--- config.mk ---
export PLATFORM = sky130hd
export DESIGN_NAME = tmds_encoder
export DESIGN_NICKNAME = d
export VERILOG_FILES = /design/src/rtl/tmds_pkg.sv /design/src/rtl/tmds_qm_stage.sv /design/src/rtl/tmds_encoder.sv
export SDC_FILE = /design/constraint.sdc
export NUM_CORES = 1
export LEC_CHECK = 0
export BUFFER_PORTS_ARGS = -buffer_cell sky130_fd_sc_hd__buf_2
export CAP_MARGIN = 20
export CORE_MARGIN = 10
export CORE_UTILIZATION = 32
export CTS_BUF_LIST = sky130_fd_sc_hd__clkbuf_8 sky130_fd_sc_hd__clkbuf_16
export CTS_CLUSTER_DIAMETER = 100
export DETAILED_ROUTE_END_ITERATION = 12
export HOLD_SLACK_MARGIN = 0.03
export PLACE_DENSITY = 0.5
export RECOVER_POWER = 100
export SYNTH_ARGS = -nofsm -noshare
export SYNTH_HDL_FRONTEND = slang
export SYNTH_SLANG_ARGS = --single-unit
--- constraint.sdc ---
create_clock -name clk_x5 -period 6.1 [get_ports clk_x5]
set_input_delay 1.22 -clock clk_x5 [delete_from_list [all_inputs] [get_ports clk_x5]]
set_output_delay 1.22 -clock clk_x5 [all_outputs]
set_load 0.01 [all_outputs]
--- src/rtl/tmds_pkg.sv ---
// tmds_pkg: TMDS control/TERC4 symbol tables, disparity width and stage-1 encode helpers
package tmds_pkg;
    localparam int DISP_W = 5;
    localparam logic [9:0] CTRL_SYM [4] = '{
        10'b1101010100, 10'b0010101011, 10'b0101010100, 10'b1010101011
    };
    localparam logic [9:0] TERC4_SYM [16] = '{
        10'b1010011100, 10'b1001100011, 10'b1011100100, 10'b1011100010,
        10'b0101110001, 10'b0100011110, 10'b0110001110, 10'b0100111100,
        10'b1011001100, 10'b0100111001, 10'b0110011100, 10'b1011000110,
        10'b1010001110, 10'b1001110001, 10'b0101100011, 10'b1011000011
    };
    function automatic logic [3:0] ones8(input logic [7:0] v);
        logic [3:0] n;
        n = '0;
        for (int i = 0; i < 8; i++) n = n + {3'b0, v[i]};
        return n;
    endfunction
    // XNOR chaining is XOR chaining with every step inverted
    function automatic logic [8:0] qm_encode(input logic [7:0] v);
        logic [8:0] q;
        logic xn;
        xn = ones8(v) > 4'd4 || (ones8(v) == 4'd4 && !v[0]);
        q = {~xn, 8'b0};
        q[0] = v[0];
        for (int i = 1; i < 8; i++) q[i] = q[i-1] ^ v[i] ^ xn;
        return q;
    endfunction
endpackage

--- src/rtl/tmds_qm_stage.sv ---
// tmds_qm_stage: transition-minimised word q_m and its ones count, registered per pixel strobe
module tmds_qm_stage
    import tmds_pkg::*;
(
    input  logic       clk_x5,
    input  logic       resetn,
    input  logic       pix_en,
    input  logic [7:0] d,
    output logic [8:0] q_m,
    output logic [3:0] n1
);
    logic [8:0] qm_c;
    assign qm_c = qm_encode(d);
    always_ff @(posedge clk_x5) begin
        if (!resetn) begin
            q_m <= '0;
            n1  <= '0;
        end else if (pix_en) begin
            q_m <= qm_c;
            n1  <= ones8(qm_c[7:0]);
        end
    end
endmodule

--- src/rtl/tmds_encoder.sv ---
// tmds_encoder: two-stage TMDS encoder with DC balancing; TERC4 data islands when TMDS_TERC4_EN is defined
module tmds_encoder
    import tmds_pkg::*;
(
    input  logic              clk_x5,
    input  logic              resetn,
    input  logic              pix_en,
    input  logic              de,
    input  logic [7:0]        d,
    input  logic [1:0]        c,
    input  logic              island,
    input  logic [3:0]        aux,
    output logic [9:0]        sym,
    output logic [DISP_W-1:0] disp
);
    logic [8:0]        q_m;
    logic [3:0]        n1;
    logic              de_q;
    logic              island_q;
    logic [1:0]        c_q;
    logic [3:0]        aux_q;
    logic [9:0]        blank_sym;
    logic [9:0]        sym_n;
    logic signed [4:0] cnt;
    logic signed [4:0] half;
    logic signed [4:0] bias;
    logic signed [4:0] cnt_n;

    tmds_qm_stage u_qm (
        .clk_x5 (clk_x5),
        .resetn (resetn),
        .pix_en (pix_en),
        .d      (d),
        .q_m    (q_m),
        .n1     (n1)
    );

`ifdef TMDS_TERC4_EN
    assign blank_sym = island_q ? TERC4_SYM[aux_q] : CTRL_SYM[c_q];
`else
    logic unused_island;
    assign unused_island = ^{island_q, aux_q};
    assign blank_sym = CTRL_SYM[c_q];
`endif

    assign cnt  = signed'(disp);
    assign half = signed'({1'b0, n1}) - 5'sd4;
    assign bias = half <<< 1;

    // matching signs of cnt and N1-N0 mean the word must be inverted to pull cnt back
    always_comb begin
        sym_n = {~q_m[8], q_m[8], q_m[8] ? q_m[7:0] : ~q_m[7:0]};
        cnt_n = q_m[8] ? cnt + bias : cnt - bias;
        if (!de_q) begin
            sym_n = blank_sym;
            cnt_n = '0;
        end else if (cnt != 5'sd0 && bias != 5'sd0) begin
            sym_n = cnt[4] == bias[4] ? {1'b1, q_m[8], ~q_m[7:0]} : {1'b0, q_m[8], q_m[7:0]};
            cnt_n = cnt[4] == bias[4] ? cnt - bias + (q_m[8] ? 5'sd2 : 5'sd0)
                                      : cnt + bias - (q_m[8] ? 5'sd0 : 5'sd2);
        end
    end

    always_ff @(posedge clk_x5) begin
        if (!resetn) begin
            de_q     <= 1'b0;
            island_q <= 1'b0;
            c_q      <= '0;
            aux_q    <= '0;
            sym      <= CTRL_SYM[0];
            disp     <= '0;
        end else if (pix_en) begin
            de_q     <= de;
            island_q <= island;
            c_q      <= c;
            aux_q    <= aux;
            sym      <= sym_n;
            disp     <= cnt_n;
        end
    end
endmodule

==> results.sh, run 1 <==
export IMPL_synthMostInstantiatedCell="dfxtp_1"
export IMPL_dp_hpwl_mm=3.505
export IMPL_seq_area_frac_synth_pct=26.98
export IMPL_worstPathMaxFanout=2
export IMPL_p_per_area_nw_per_um2=358.7
export IMPL_syn_to_final_growth_pct=17.43
export IMPL_clock_sinks=30
export IMPL_routed_top_layer="met4"
export IMPL_routed_wl_mm=4.581
export IMPL_power_switching_mw=0.3689
export IMPL_setup_viol=2
export IMPL_postCtsHoldBufs=0
export IMPL_ios=34
export IMPL_die_area_um2=10690
export IMPL_power_total_mw=0.9374
export IMPL_setup_slack_ps=-66.73
export IMPL_p_sw_share_pct=39.35
export IMPL_synth_area_um2=2226
export IMPL_die_y_um=103.4
export IMPL_tightest_slew_ps=1129
export IMPL_die_x_um=103.4
export IMPL_placed_cell_area_um2=2519
export IMPL_cts_max_path_buffers=2
export IMPL_vdd_drop_max_mv=0.1028
export IMPL_p_seq_share_pct=26.3
export IMPL_vias=1655
export IMPL_row_count=30
export IMPL_ys_top_cells_by_count="dfxtp_1, inv_1, ha_1"
export IMPL_overflow=0
export IMPL_synth_area_top_cells="dfxtp_1, ha_1, fa_1"
export IMPL_drc=0
export IMPL_combPwrFrac_pct=55.7
export IMPL_antenna_found_initial=0
export IMPL_firstDrtPassIters=4
export IMPL_period_needed_ps=6167
export IMPL_drtIter0Drc=39
export IMPL_syn_avg_cell_area_um2=9.048
export IMPL_drive_gt1_share_pct=17.14
export IMPL_yosys_area_top_type="dfxtp_1"
export IMPL_cts_buffers=5
export IMPL_end_kind="flip-flop"
export IMPL_start_util_pct=32.76
export IMPL_skew_ps=4.085
export IMPL_outcome="complete, but fails checks"
export IMPL_cp_start_kind="input pin"
export IMPL_syn_nets=295
export IMPL_cts_tree="yes"
export IMPL_grt_pass1_vias=1687
export IMPL_rsz0062_at_grt="yes"
export IMPL_track_usage_pct=9.067
export IMPL_routabilityCongestion=0.7797
export IMPL_clk_pin_slew_ps=70
export IMPL_violations="negative setup slack"
export IMPL_fin_tns_setup_ps=-68.75
export IMPL_ys_ff_latch=30
export IMPL_critPathRequiredTime_ps=6280
export IMPL_max_slew_margin_rel_pct=22.55
export IMPL_stdcell_area_um2=2614
export IMPL_yosysTopAreaCellShare_pct=26.98
export IMPL_syn_inst=246
export IMPL_grt_max_degree=31
export IMPL_ys_warn_count=0
export IMPL_htreeDepth=2
export IMPL_met2_length_mm=2.144
export IMPL_ant_nets=0
export IMPL_p_int_mw=0.5686
export IMPL_final_cells=376
export IMPL_num_nets_final=328
export IMPL_core_area_um2=6794
export IMPL_finalCritPeriodShare_pct=101.1
export IMPL_synth_ff_type="dfxtp_1"
export IMPL_max_freq_mhz=162.2
export IMPL_port_buffers=27
export IMPL_antenna_cells=0
export IMPL_yosysUniqueCellTypes=37
export IMPL_slew_viol_final=0
export IMPL_drv_cap=0
export IMPL_clk_latency_ps=280
export IMPL_placed_cells=365
export IMPL_utilization_pct=38.47
export IMPL_grt_pass1_wl_mm=7.734
export IMPL_r2r_slack_ps=3550
export IMPL_hold_path_class="flip-flop to flip-flop"
export IMPL_met1Wirelength_mm=2.104
export IMPL_clockRootBuffer="clkbuf_8"
export IMPL_path_class="input pin to flip-flop"
export IMPL_postSynth_asyncResetShare_pct=0
export IMPL_leakage_nw=1.153
export IMPL_wl_per_cell_um=12.18
export IMPL_met3_length_um=239
export IMPL_synth_edf_count=0
export IMPL_routed_via_density=4.402
export IMPL_hold_viol=0
export IMPL_cp_arrival_ps=6340
export IMPL_clockPowerShare_pct=18.1
[cell type report]
| class | instances | area, µm² |
|---|---|---|
| Tap cell | 96 | 120.1 |
| Fill cell | 710 | 4180 |
| Clock inverter | 2 | 12.51 |
| Sequential cell | 30 | 600.6 |
| Inverter | 29 | 108.9 |
| Timing Repair Buffer | 38 | 212.7 |
| Multi-Input combinational cell | 175 | 1476 |
| Clock buffer | 6 | 82.58 |
[what timing repair did]
item                       CTS  global route
pin swaps                    0             0
hold endpoints to repair     0             0
gates resized for setup      5             1
setup endpoints to repair    2             2
buffers inserted             1             2
[placed cells by master, fill, tap and decap left out, types with 2 or more instances in the layout]
cell	n
a211oi_1	2
a21oi_1	14
a21oi_4	2
and2_1	8
and3_1	3
buf_2	11
buf_4	11
buf_6	2
clkbuf_1	14
clkbuf_8	6
dfxtp_1	30
fa_1	7
fa_2	3
ha_1	19
inv_1	27
inv_2	2
mux2i_1	9
nand2_1	15
nor2_1	11
nor2b_1	11
nor3b_2	2
o211a_1	3
o211ai_1	3
o21a_1	5
o21ai_0	12
o21ai_1	5
o22ai_1	2
or3_1	2
xnor2_1	19
xnor2_2	3
xor2_1	5
[worst max-delay path: stages]
cell and delay [ps]:
buf_6 100, ha_4 260, inv_2 30, fa_1 450, fa_1 490, inv_1 50, fa_2 340, fa_1 450
nor3b_2 240, o21ai_2 100, a21oi_4 150, xnor2_2 140, ha_1 260, inv_2 60, fa_1 410, fa_1 460
fa_2 380, fa_2 350, xnor2_1 130, nand2_1 60, o21ai_1 60, and2_1 170
[final timing paths]
kind                   start         end  cells after the start
setup / recovery        d[1]  u_qm.n1[2]                     22
setup reg to reg  u_qm.n1[3]      sym[9]                      7
hold / removal        sym[2]      sym[2]                      2
hold reg to reg       sym[2]      sym[2]                      2
[sequential cells by signal, summed over array words and instances (netlist names)]
register / cells
c_q: 2
de_q: 1
u_qm.q_m: 9
sym: 10
u_qm.n1: 4
disp: 4
[layer usage]
metal	vias up	track usage, %
met2	27	15.25
met1	752	10.52
li1	870	-
met5	-	0
met3	6	2.525
met4	0	3.957
[power groups by stage]
stage | Clock (mW) | Sequential (mW) | Combinational [mW]
after floorplan | 0 | 0.247 | 0.416
after global placement | 0 | 0.251 | 0.511
after detailed placement | 0 | 0.251 | 0.517
after CTS | 0.175 | 0.247 | 0.536
after global routing | 0.181 | 0.250 | 0.602
final | 0.169 | 0.246 | 0.522
[cells by family (layout without fill, tap and decap cells)]
logic type | Yosys count | count (layout) | share of synthesized area (%)
AOI/OAI and AO/OA | 51 | 51 | 14.73
muxes | 10 | 10 | 5.115
buffers and inverters | 41 | 75 | 7.644
DFF | 30 | 30 | 26.98
xor gates and xnor gates | 27 | 27 | 11.64
adders and majority gates | 30 | 30 | 20.24
other | 1 | 1 | 0.1685
and+or+nand+nor | 56 | 56 | 13.49
[stage by stage]
step	hold WS, ps	worst slack, ps
global route	501.5	-263.8
CTS	481.3	-85.08
global placement	462.2	-444.7
finish	471.1	-66.73
detailed placement	465.5	-470.7
floorplan	473.8	-259.7
(Power assumes the default switching activity.)
==> inputs of run 2 (changes only) <==
--- a/config.mk
+++ b/config.mk
@@ -17,4 +17,5 @@
 export RECOVER_POWER = 100
 export SYNTH_ARGS = -nofsm -noshare
 export SYNTH_HDL_FRONTEND = slang
+export SYNTH_HIERARCHICAL = 1
 export SYNTH_SLANG_ARGS = --single-unit
==> run 2 against run 1 <==
The flow still finishes with violations (negative setup slack). Register-to-register slack improved by 210 ps. Count of clock-buffer cells in the layout decreased by 1. Critical path depth decreased by 1. Final area increased by 5.7%. First-iteration DRC count decreased by 5.1%. Global-route usage decreased by 0.39 points. Synthesized cell count decreased by 4.1%. Worst hold slack improved by 14 ps. Final cell count decreased by 0.27%.
==> results.sh, run 2 <==
export IMPL_outcome="complete, but fails checks"
export IMPL_violations="negative setup slack"
export IMPL_tightest_slew_ps=644.8
export IMPL_clk_pin_slew_ps=60
export IMPL_synth_ff_type="dfxtp_1"
export IMPL_ios=34
export IMPL_end_kind="flip-flop"
export IMPL_placed_cell_area_um2=2580
export IMPL_skew_ps=5.025
export IMPL_clk_latency_ps=280
export IMPL_routabilityCongestion=0.7283
export IMPL_max_slew_margin_rel_pct=57.01
export IMPL_grt_pass1_wl_mm=8.004
export IMPL_synthMostInstantiatedCell="inv_1"
export IMPL_leakage_nw=1.203
export IMPL_drc=0
export IMPL_syn_avg_cell_area_um2=9.501
export IMPL_postCtsHoldBufs=0
export IMPL_yosys_area_top_type="dfxtp_1"
export IMPL_clockRootBuffer="clkbuf_8"
export IMPL_yosysUniqueCellTypes=42
export IMPL_path_class="input pin to flip-flop"
export IMPL_seq_area_frac_synth_pct=26.79
export IMPL_synth_edf_count=0
export IMPL_synth_area_um2=2242
export IMPL_period_needed_ps=6344
export IMPL_stdcell_area_um2=2764
export IMPL_clock_sinks=30
export IMPL_ant_nets=0
export IMPL_overflow=0
export IMPL_worstPathMaxFanout=2
export IMPL_die_x_um=103.7
export IMPL_n_fill_cell=683
export IMPL_firstDrtPassIters=5
export IMPL_row_count=30
export IMPL_htreeDepth=2
export IMPL_yosysTopAreaCellShare_pct=26.79
export IMPL_rsz0062_at_grt="yes"
export IMPL_num_nets_final=328
export IMPL_regMostFlops="sym"
export IMPL_vias=1651
export IMPL_multi_input_comb_area_um2=1550
export IMPL_finalCritPeriodShare_pct=104.0
export IMPL_ys_top_cells_by_count="inv_1, dfxtp_1, ha_1"
export IMPL_max_freq_mhz=157.6
export IMPL_drtIter0Drc=37
export IMPL_cts_tree="yes"
export IMPL_grt_pass1_vias=1637
export IMPL_track_usage_pct=8.682
export IMPL_r2r_slack_ps=3760
export IMPL_wl_per_cell_um=12.06
export IMPL_setup_slack_ps=-243.9
export IMPL_vdd_drop_max_mv=0.1978
export IMPL_cp_start_kind="input pin"
export IMPL_critPathRequiredTime_ps=6270
export IMPL_syn_to_final_growth_pct=23.27
export IMPL_worst_r2r_cell_count=10
export IMPL_worstSetupEndpoint="u_qm/n1[1]"
export IMPL_max_stage_delay_ps=580
export IMPL_largest_registers="sym (10), u_qm/q_m (9)"
export IMPL_hold_viol=0
export IMPL_antenna_found_initial=0
export IMPL_port_buffers=27
export IMPL_antenna_cells=0
export IMPL_die_area_um2=10750
export IMPL_ys_ff_latch=30
export IMPL_r2r_start="disp[1]"
export IMPL_drive_gt1_share_pct=22.94
export IMPL_final_cells=375
export IMPL_hold_path_class="flip-flop to flip-flop"
export IMPL_syn_inst=236
export IMPL_placed_cells=362
export IMPL_die_y_um=103.7
export IMPL_grt_max_degree=29
export IMPL_cts_max_path_buffers=2
export IMPL_crit_slowest_cell="fa_2"
export IMPL_final_cell_mix="inv_1, dfxtp_1, xnor2_1, ha_1, buf_4"
export IMPL_start_util_pct=33.00
export IMPL_power_total_mw=1.280
export IMPL_final_common_cell="inv_1"
export IMPL_postSynth_asyncResetShare_pct=0
export IMPL_crit_chain="buf_8, inv_4, fa_2, fa_1, fa_1, inv_2, ha_4, fa_2, nor3b_2, o22ai_2, buf_4, xor2_2, fa_1, fa_1, inv_1, fa_2, ha_4, inv_2, fa_2, nand2_2, o211a_1"
export IMPL_cp_arrival_ps=6510
export IMPL_register_area_um2=600.6
export IMPL_routed_via_density=4.403
export IMPL_setup_viol=2
export IMPL_place_ws_ps=-662.4
export IMPL_synth_area_top_cells="dfxtp_1, ha_1, fa_1"
export IMPL_fin_tns_setup_ps=-465.7
export IMPL_crit_start="d[1]"
export IMPL_cts_buffers=5
export IMPL_largest_reg_flops=10
export IMPL_core_area_um2=6794
export IMPL_ys_warn_count=6
export IMPL_p_per_area_nw_per_um2=463.1
export IMPL_syn_nets=285
export IMPL_dp_hpwl_mm=3.522
export IMPL_r2r_end="disp[3]"
export IMPL_routed_wl_mm=4.522
export IMPL_slew_viol_final=0
export IMPL_drv_cap=0
## run 2: per-layer routing
metal	vias to the layer above	wire [µm]	GRT usage, %
met1	758	2267	11.35
met3	6	158	2.354
met2	26	2045	13.38
met5	-	0	0
li1	861	-	-
met4	0	50	2.982
## run 2: layout make-up
class / instances / share of cell area (%)
Inverter: 38 / 5.523
Clock inverter: 2 / 0.3622
Multi-Input combinational cell: 160 / 56.09
Tap cell: 96 / 4.346
Clock buffer: 5 / 2.490
Sequential cell: 30 / 21.73
Timing Repair Buffer: 44 / 9.461
## run 2: logic make-up after synthesis
family,synth area share (%)
mux,7.701
buf+inv,7.980
other cells,0.1673
xor+xnor,14.40
simple gates,9.878
flops,26.79
fa+ha+maj,20.09
compound gates,13.00
## run 2: stage by stage
stage / util [%] / hold WS [ps]
after global placement: 37.97 / 460.1
final: 40.68 / 484.7
after global routing: 40.68 / 517.2
after detailed placement: 37.97 / 473.5
after floorplan: - / 460.4
after CTS: 40.22 / 488.8
## run 2: report_power, final
group | total (mW) | internal (mW) | switching [mW]
combinational | 0.878 | 0.466 | 0.412
sequential | 0.255 | 0.227 | 0.0275
clock | 0.148 | 0.0763 | 0.0712
total | 1.28 | 0.769 | 0.511
## run 2: worst min path at each step
stage,start,to,slack (ps),depth (start not counted)
2_1_floorplan,c_q[0],c_q[0],460,2
3_3_place_gp,sym[9],sym[9],460,2
3_5_place_dp,sym[9],sym[9],470,2
4_1_cts,sym[9],sym[9],490,2
5_1_grt,u_qm/q_m[6],u_qm/q_m[6],520,1
6_report,sym[9],sym[9],480,2
## run 2: worst max-delay path: cells and delay by family
family                   cells  cell delay [ps]
AO/OA/AOI/OAI                2              310
buffers and inverters        6              400
adder cells (fa/ha/maj)     10             4320
XOR/XNOR                     1              170
AND/OR/NAND/NOR              2              100
## run 2: what timing repair did
| item | in CTS | in global routing |
|---|---|---|
| pin swaps | 6 | 0 |
| endpoints found under the setup margin | 3 | 3 |
| cloned | 0 | 0 |
| buffers inserted | 5 | 1 |
| resized for setup | 10 | 7 |
